**config.mk**
```make
export PLATFORM = sky130hd
export DESIGN_NAME = chacha_host_seq_flat
export DESIGN_NICKNAME = d
export VERILOG_FILES = /design/src/rtl/chacha_host_seq_if.sv /design/src/rtl/chacha_host_seq.sv /design/src/flat_wrapper.sv
export SDC_FILE = /design/constraint.sdc
export NUM_CORES = 2
export LEC_CHECK = 0
export BUFFER_PORTS_ARGS = -buffer_cell sky130_fd_sc_hd__buf_2
export CAP_MARGIN = 15
export CORE_AREA = 3 3 566 568
export CTS_CLUSTER_DIAMETER = 80
export DETAILED_ROUTE_END_ITERATION = 10
export DIE_AREA = 0 0 569 571
export PLACE_DENSITY = 0.43
export SKIP_CTS_REPAIR_TIMING = 1
export SYNTH_ARGS = -nofsm -noshare
export SYNTH_HDL_FRONTEND = slang
export SYNTH_SLANG_ARGS = --single-unit
```
**constraint.sdc**
```tcl
create_clock -name clk -period 20.2 [get_ports clk]
set_input_delay 0 -clock clk [delete_from_list [all_inputs] [get_ports clk]]
set_output_delay 0 -clock clk [all_outputs]
set_load 0.02 [all_outputs]
```
**src/rtl/chacha_host_seq_if.sv**
```systemverilog
// Register bus between the ChaCha host sequencer and the core's register slave.
// One access per cycle; read_data returns combinationally during a read cycle.
interface chacha_host_seq_if;
  logic        cs;
  logic        we;
  logic [7:0]  addr;
  logic [31:0] write_data;
  logic [31:0] read_data;

  modport master (output cs, we, addr, write_data, input read_data);
  modport slave  (input cs, we, addr, write_data, output read_data);
endinterface

```
**src/rtl/chacha_host_seq.sv**
```systemverilog
// Host-side sequencer: programs a ChaCha core over the register bus, polls for
// completion and captures the 512-bit result block.
module chacha_host_seq #(
  parameter int POLL_LIMIT    = 1024,
  parameter int SETTLE_CYCLES = 4
) (
  input  logic                     clk,
  input  logic                     reset_n,
  input  logic                     start,
  input  logic                     mode_next,
  input  logic [255:0]             key,
  input  logic [95:0]              nonce,
  input  logic [4:0]               rounds,
  input  logic [511:0]             data_in,
  chacha_host_seq_if.master        bus,
  output logic                     busy,
  output logic                     done,
  output logic                     err,
  output logic [511:0]             data_out
);

  localparam int CNT_W = $clog2(POLL_LIMIT + SETTLE_CYCLES + 1);

  typedef enum logic [3:0] {
    IDLE, WR_ROUNDS, WR_KEYLEN, WR_KEY, WR_NONCE, WR_DATA, WR_CTRL,
    SETTLE, POLL, RD_OUT, DONE
  } state_e;

  state_e             state_q, state_d;
  logic [3:0]         idx_q, idx_d;
  logic [CNT_W-1:0]   cnt_q, cnt_d;
  logic               err_q, err_d;
  logic [511:0]       data_q, data_d;
  logic [255:0]       key_q, key_d;
  logic [95:0]        nonce_q, nonce_d;
  logic [4:0]         rounds_q, rounds_d;
  logic [511:0]       din_q, din_d;
  logic               mode_q, mode_d;

  always_comb begin
    state_d  = state_q;
    idx_d    = idx_q;
    cnt_d    = cnt_q;
    err_d    = err_q;
    data_d   = data_q;
    key_d    = key_q;
    nonce_d  = nonce_q;
    rounds_d = rounds_q;
    din_d    = din_q;
    mode_d   = mode_q;
    case (state_q)
      IDLE: if (start) begin
        key_d    = key;
        nonce_d  = nonce;
        rounds_d = rounds;
        din_d    = data_in;
        mode_d   = mode_next;
        err_d    = 1'b0;
        state_d  = mode_next ? WR_DATA : WR_ROUNDS;
      end
      WR_ROUNDS: state_d = WR_KEYLEN;
      WR_KEYLEN: state_d = WR_KEY;
      WR_KEY:    if (idx_q == 4'd7)  state_d = WR_NONCE; else idx_d = idx_q + 4'd1;
      WR_NONCE:  if (idx_q == 4'd2)  state_d = WR_DATA;  else idx_d = idx_q + 4'd1;
      WR_DATA:   if (idx_q == 4'd15) state_d = WR_CTRL;  else idx_d = idx_q + 4'd1;
      WR_CTRL:   state_d = (SETTLE_CYCLES == 0) ? POLL : SETTLE;
      SETTLE: begin
        if (cnt_q == CNT_W'(SETTLE_CYCLES - 1)) state_d = POLL;
        else cnt_d = cnt_q + 1'b1;
      end
      POLL: begin
        // Status bits [1:0] both set means the result block is ready.
        if (bus.read_data[1:0] == 2'b11) state_d = RD_OUT;
        else if (cnt_q == CNT_W'(POLL_LIMIT - 1)) begin
          err_d   = 1'b1;
          state_d = DONE;
        end else cnt_d = cnt_q + 1'b1;
      end
      RD_OUT: begin
        data_d[{~idx_q, 5'b0} +: 32] = bus.read_data;
        if (idx_q == 4'd15) state_d = DONE; else idx_d = idx_q + 4'd1;
      end
      DONE:    state_d = IDLE;
      default: state_d = IDLE;
    endcase
    // Index and counter restart on every state entry so no group overruns.
    if (state_d != state_q) begin
      idx_d = '0;
      cnt_d = '0;
    end
  end

  // NOTE: reset here is synchronous (sampled on the clock edge), so it sits inside the edge branch.
  always_ff @(posedge clk) begin
    if (!reset_n) begin
      state_q <= IDLE;
      idx_q   <= '0;
      cnt_q   <= '0;
      err_q   <= 1'b0;
      data_q  <= '0;
    end else begin
      state_q <= state_d;
      idx_q   <= idx_d;
      cnt_q   <= cnt_d;
      err_q   <= err_d;
      data_q  <= data_d;
    end
  end

  // NOTE: latched request fields need no reset; they are always loaded before first use.
  always_ff @(posedge clk) begin
    key_q    <= key_d;
    nonce_q  <= nonce_d;
    rounds_q <= rounds_d;
    din_q    <= din_d;
    mode_q   <= mode_d;
  end

  // Bus decode depends only on state and word index.
  always_comb begin
    bus.cs         = 1'b0;
    bus.we         = 1'b0;
    bus.addr       = 8'h00;
    bus.write_data = 32'h0;
    case (state_q)
      WR_ROUNDS: begin
        bus.cs = 1'b1; bus.we = 1'b1; bus.addr = 8'h0b;
        bus.write_data = {27'h0, rounds_q};
      end
      WR_KEYLEN: begin
        bus.cs = 1'b1; bus.we = 1'b1; bus.addr = 8'h0a;
        bus.write_data = 32'h1;
      end
      WR_KEY: begin
        bus.cs = 1'b1; bus.we = 1'b1; bus.addr = {4'h1, idx_q};
        bus.write_data = key_q[{~idx_q[2:0], 5'b0} +: 32];
      end
      WR_NONCE: begin
        bus.cs = 1'b1; bus.we = 1'b1; bus.addr = {4'h2, idx_q};
        case (idx_q[1:0])
          2'd0:    bus.write_data = nonce_q[95:64];
          2'd1:    bus.write_data = nonce_q[63:32];
          default: bus.write_data = nonce_q[31:0];
        endcase
      end
      WR_DATA: begin
        bus.cs = 1'b1; bus.we = 1'b1; bus.addr = {4'h4, idx_q};
        bus.write_data = din_q[{~idx_q, 5'b0} +: 32];
      end
      WR_CTRL: begin
        bus.cs = 1'b1; bus.we = 1'b1; bus.addr = 8'h08;
        bus.write_data = mode_q ? 32'h2 : 32'h1;
      end
      POLL: begin
        bus.cs = 1'b1; bus.addr = 8'h09;
      end
      RD_OUT: begin
        bus.cs = 1'b1; bus.addr = {4'h8, idx_q};
      end
      default: ;
    endcase
  end

  assign busy     = (state_q != IDLE);
  assign done     = (state_q == DONE);
  assign err      = err_q;
  assign data_out = data_q;

endmodule

```
**src/flat_wrapper.sv**
```systemverilog
// flat-port wrapper written by rule: the top's interface ports become plain ports
module chacha_host_seq_flat 
#(
  parameter int POLL_LIMIT    = 1024,
  parameter int SETTLE_CYCLES = 4
)
  (clk, reset_n, start, mode_next, key, nonce, rounds, data_in, busy, done, err, data_out, bus_cs, bus_we, bus_addr, bus_write_data, bus_read_data);
  chacha_host_seq_if bus_i ();
  input  logic clk;
  input  logic reset_n;
  input  logic start;
  input  logic mode_next;
  input  logic [255:0] key;
  input  logic [95:0] nonce;
  input  logic [4:0] rounds;
  input  logic [511:0] data_in;
  output logic busy;
  output logic done;
  output logic err;
  output logic [511:0] data_out;
  output wire logic [$bits(bus_i.cs)-1:0] bus_cs;
  output wire logic [$bits(bus_i.we)-1:0] bus_we;
  output wire logic [$bits(bus_i.addr)-1:0] bus_addr;
  output wire logic [$bits(bus_i.write_data)-1:0] bus_write_data;
  input wire logic [$bits(bus_i.read_data)-1:0] bus_read_data;
  assign bus_cs = bus_i.cs;
  assign bus_we = bus_i.we;
  assign bus_addr = bus_i.addr;
  assign bus_write_data = bus_i.write_data;
  assign bus_i.read_data = bus_read_data;
  chacha_host_seq #(.POLL_LIMIT(POLL_LIMIT), .SETTLE_CYCLES(SETTLE_CYCLES)) u_core (.clk(clk), .reset_n(reset_n), .start(start), .mode_next(mode_next), .key(key), .nonce(nonce), .rounds(rounds), .data_in(data_in), .bus(bus_i), .busy(busy), .done(done), .err(err), .data_out(data_out));
endmodule
```
======== Yosys cells after proc, flatten, opt, wreduce, memory -nomap -nowiden ========
Index checks and enable logic that the tools add are counted.
cells by class
  mux-type cells .......................... 29
  $add $sub $neg .......................... 3
  equality and inequality tests ........... 26
  reduce and logical (&&, ||, !) cells .... 14
  bitwise logic cells ..................... 3
  shift-type cells ........................ 4
operators with widths
  operator                   number
  $bwmux 512                 1
  $shift 32x11->512 const A  1
  $shiftx 32x11->512         1
  $shiftx 512x10->32         1
  $shiftx 256x9->32          1
  $pmux 32 s6                1
  $pmux 32 s2                1
  $pmux 8 s8                 1
  $mux 4                     11
  $pmux 4 s10                1
  $mux 11                    3
  $pmux 11 s2                1
  $eq 4x3->1 const B         5
  $eq 4x4->1 const B         4
  $ne 2x2->1 const B         7
  $eq 4x2->1 const B         3
  $pmux 4 s3                 1
  $reduce_and 4->1           3
  $add 11x1->11 const B      1
  $eq 11x10->1 const B       1
  $eq 11x2->1 const B        1
  $neg 9->11                 1
  $reduce_or 8->1            1
  $reduce_or 6->1            1
  20 further kinds           26
storage, ports and cells
  bits in registers ....................... 1402
  logic and storage cells ................. 89
  output and inout port bits .............. 557
  input port bits ......................... 905

======== Depth between registers and ports, before layout ========
  depth after elaboration ................. 6
  depth in mapped cells ................... 12
  mapped depth without buffers ............ 7

======== Worst setup path after synthesis ========
OpenSTA, ideal clock, no wires.
  path kind ............................... reg2reg
  start ................................... reg u_core.state_q[1]
  end ..................................... reg u_core.din_q[0] (enable)
  path slack .............................. -1.616 ns
  data arrival time ....................... 20.465 ns
  stages on the path, launching flop included .. 4
  period minus slack after synthesis ...... 21.816 ns
  required time ........................... 18.850 ns
  setup time .............................. 1.350 ns
  path buffers ............................ 1
  path through ............................ dfxtp_1 > buf_4 > nor4_1 > and2_1
on the way
  word-level cells in the longest chain between the ends .. 2
RTL lines
  what                               line                    RTL
  start: declaration                 chacha_host_seq.sv:29   state_e state_q, state_d;
  start signal: assignment           chacha_host_seq.sv:102  state_q <= state_d;
  $logic_not 4->1                    chacha_host_seq.sv:51   case (state_q)
  $reduce_and 2->1 (no source line)  --
  end signal: assignment             chacha_host_seq.sv:115  din_q <= din_d;
  end: declaration                   chacha_host_seq.sv:37   logic [511:0] din_q, din_d;
No other way between the ends.
A chain may end at the register's enable or synchronous reset.

======== Worst setup path after layout ========
  start ................................... reg u_core.state_q[1]
  end ..................................... reg u_core.din_q[460] (enable)
Same word-level chain as after synthesis.

==> flow_results.org <==
** Status
- The run finished with clean final reports.

** Global route
- Antenna violations before repair :: 69
- Global routing finished with a remaining overflow of 0.
- Total track usage :: 0.1467
- GRT Max-Usage Layer :: met2
- Global Route met2 Usage :: 0.2751
- The first global-routing pass estimated 332.2 mm of wire.
- In the global route stage, met3 resource usage came out at 0.04332.
- Entering global routing, the biggest net connects 169 pins.
- The via count of the first global-routing pass came to 38860.
- Global Route met1 Usage :: 0.1603

** Floorplanning
- Core region area :: 315200 um^2
- Num ports :: 1462
- Die width :: 569 um
- Die Area :: 324900 um^2
- The floorplan has 206 rows.
- Chip Height :: 571 um
- Initial Util :: 0.1720

** Clocking
- In this run the deepest clock path goes through 4 buffers.
- TritonCTS built the clock tree.
- Clock-pin slew was measured on the worst setup and hold paths at 0.06 ns.
- The cell sitting at the root of the clock tree is a clkbuf_16.
- TritonCTS created 173 clock buffers.
- Insertion delay of the later-clocked pin in the worst-skew pair :: 0.81 ns
- Maximum level of the CTS H-tree :: 4
- Clock sink count :: 1402

** STA
- In the finished design, the share of the clock period the worst path needs comes to 0.3328.
- Minimum clock period after layout :: 6.722 ns
- Smallest setup slack after layout :: 13.48 ns
- Setup repair after global routing left no endpoint under its margin.
- The final hold violation count was 0.
- After routing, the total negative slack on setup checks comes to 0 ns.
- Worst slew margin relative to its limit :: 0.1697
- Setup skew after layout :: 0.05346 ns
- Worst Max-Slew Pin Slew :: 1.245 ns
- The number of slew-limit violations in the final report came to 0.
- Setup violations remaining at the end of the flow were counted as 0.
- Based on the critical path, the design can be clocked at up to 0.1488 GHz.

** Synth
- Counting every net in the synthesized netlist gives 4837.
- For this run, the number of Yosys warnings is 0.
- Counting flops and latches in the post-synthesis netlist gives 1402.
- Count of mapped cells out of synthesis :: 3925
- Cell Area, Synth :: 54220 um^2
- Part of the Yosys area used for sequential elements :: 0.6782
- The netlist uses 65 different library cells.
- Number of flops mapped to enable cells by yosys :: 870
- Synth async-reset ratio :: 0
- Prevailing post-synth register cell :: edfxtp_1
- In this run the mean area of a mapped cell was 13.82 um^2.

** Power
- Of the total power, the share spent switching nets is 0.2668.
- Internal portion of total power :: 5.727 mW
- Pwr/cell area :: 87.29 nW/um^2
- Largest vdd supply drop :: 72.90 uV
- Comb pwr share :: 0.154
- Total net switching power :: 2.084 mW
- Reported leakage power :: 33.10 nW
- Of the total power, registers draw 0.456.
- Pwr Total :: 7.811 mW
- Clock network power share :: 0.390

** Placement
- Prior to clock tree synthesis, the placed netlist has a worst setup slack of 13.65 ns.
- Count of input and output buffers :: 1461
- Placement-stage cell area :: 66250 um^2
- At the end of routability-driven placement, the weighted congestion stood at 0.8280.
- Final HPWL DP :: 185.8 mm
- The number of placed instances, taps included, is 9271.

** Worst setup path
- Traced cell by cell, the critical path runs through nor4_1, and2_4, buf_12, buf_4, buf_12, buf_12, buf_4.
- At the worst endpoint, the required time is 20.60 ns.
- Of all nets on the critical path, the largest fanout is 164.
- In this design, the stage delay of the slowest critical-path cell is 0.92 ns.
- STA classifies the critical path startpoint as a flop.
- STA classifies the critical path endpoint as a flop.
- Counting cells, the worst reg-to-reg path comes to 7.
- Among all stages on the critical path, the largest delay is contributed by buf_4.
- Worst Setup Path Type :: reg2reg
- Cell with the most instances on the worst path :: buf_12
- On the critical path the largest part of the delay comes from buffers and inverters.
- STA puts the critical path data arrival time at 7.12 ns.
- Counting both buffers and inverters, the worst setup path holds a total of 5.
- Number of stages on the worst setup path :: 7

** Detailed routing
- The first TritonRoute pass finished after 7 iterations.
- The first routing iteration left 3072 violations.
- Post-DR wirelength/cell :: 23.25 um
- Routed Antenna Nets :: 0
- Vias :: 45700
- Total DRC errors in the routed layout :: 0
- Wires add up to 264.8 mm.
- After detailed routing, the number of vias per cell comes to 4.012.

** Cells and area
- Final Cell Area :: 89490 um^2
- Fill cells in the final layout number 32270.
- The final layout contains 7958 nets.
- The library cells used most frequently in the layout, excluding fill and tap cells, are dlygate4sd3_1 (1759), buf_2 (1460), edfxtp_1 (870).
- Layout cell share with drive strength beyond 1 :: 0.2837
- Non-filler cells, final :: 11390
- Commonest non-fill, non-tap cell in the layout :: dlygate4sd3_1
- From synthesis to final layout, the design area changed by 65.03%.

** Min path
- Cell depth of the worst hold path :: 2
- Hold/Removal Path Class :: in2reg

** Flow run
- The tool flagged a number of max-cap violations equal to 0.
==> registers in the layout, summed over array words and instances, names as in the netlist <==
register         count
u_core.state_q       4
u_core.nonce_q      96
u_core.idx_q         4
u_core.cnt_q        11
u_core.key_q       256
u_core.mode_q        1
u_core.err           1
u_core.rounds_q      5
u_core.din_q       512
u_core.data_out    512
==> cell families after synthesis <==
family / synth area share
AO/OA/AOI/OAI: 0.08231
adder cells (fa/ha/maj): 0.001800
buffers and inverters: 0.02684
multiplexers: 0.1099
AND/OR/NAND/NOR: 0.09874
XOR/XNOR: 0.002261
flip-flops: 0.6782
==> worst reg2reg max path: cells and delay by family (launching register included) <==
kind	cells	cell delay (ns)
flip-flops	1	0.57
AND/OR/NAND/NOR	2	1.42
buffers and inverters	5	4.25
==> stage by stage <==
stage / hold slack [ns] / utilization
2_1_floorplan: 0.09887 / -
3_3_place_gp: 0.1765 / 0.2101
3_5_place_dp: 0.1781 / 0.2102
4_1_cts: -0.7970 / 0.2276
5_1_grt: -0.004290 / 0.2838
6_report: 0.05314 / 0.2839
==> cell type report <==
cell class	count	area [um^2]	share of cell area
Sequential cell	1402	36790	0.4111
Timing Repair Buffer	3302	25640	0.2866
Multi-Input combinational cell	2161	16220	0.1812
Tap cell	4160	5205	0.05816
Clock buffer	232	4672	0.05221
Clock inverter	81	824.5	0.009214
Antenna cell	46	115.1	0.001286
Inverter	6	22.52	0.0002517
==> power groups by stage <==
stage	registers [mW]	clock network (mW)	logic, mW
4_1_cts	3.56	3.13	0.955
5_1_grt	3.59	3.24	1.28
2_1_floorplan	3.75	0	0.513
3_3_place_gp	3.61	0	0.941
3_5_place_dp	3.62	0	0.953
6_report	3.56	3.05	1.20
==> layer usage <==
metal,vias to the layer above,part of all wire
met5,-,0.00064
met2,1683,0.54
met4,32,0.026
li1,20820,-
met1,22780,0.37
met3,383,0.063
==> worst paths after layout <==
kind | start | to | slack, ns
max | u_core.state_q[1] | u_core.din_q[460] | 13.48
min | data_in[30] | u_core.din_q[30] | 0.05
max reg2reg | u_core.state_q[1] | u_core.din_q[460] | 13.48
min reg2reg | u_core.data_out[507] | u_core.data_out[507] | 0.46
==> cell usage after synthesis (all sizes together), types with 4 or more instances <==
cell,number,area share
a211o,4,0.00081
a21boi,449,0.062
a21oi,46,0.0043
a22o,5,0.00081
a22oi,35,0.0048
and3,9,0.0011
buf,53,0.0054
clkbuf,303,0.021
dfxtp,532,0.20
edfxtp,870,0.48
ha,7,0.0016
inv,6,0.00042
mux2i,162,0.030
mux4,192,0.080
nand2,560,0.039
nand3,403,0.037
nor2,49,0.0034
nor2b,69,0.0080
nor3,20,0.0019
o211ai,8,0.0014
o21ai,8,0.00081
o22ai,37,0.0043
or3,33,0.0038
xnor2,7,0.0011
xor2,7,0.0011
No activity file was read; power rests on OpenSTA's default activity.
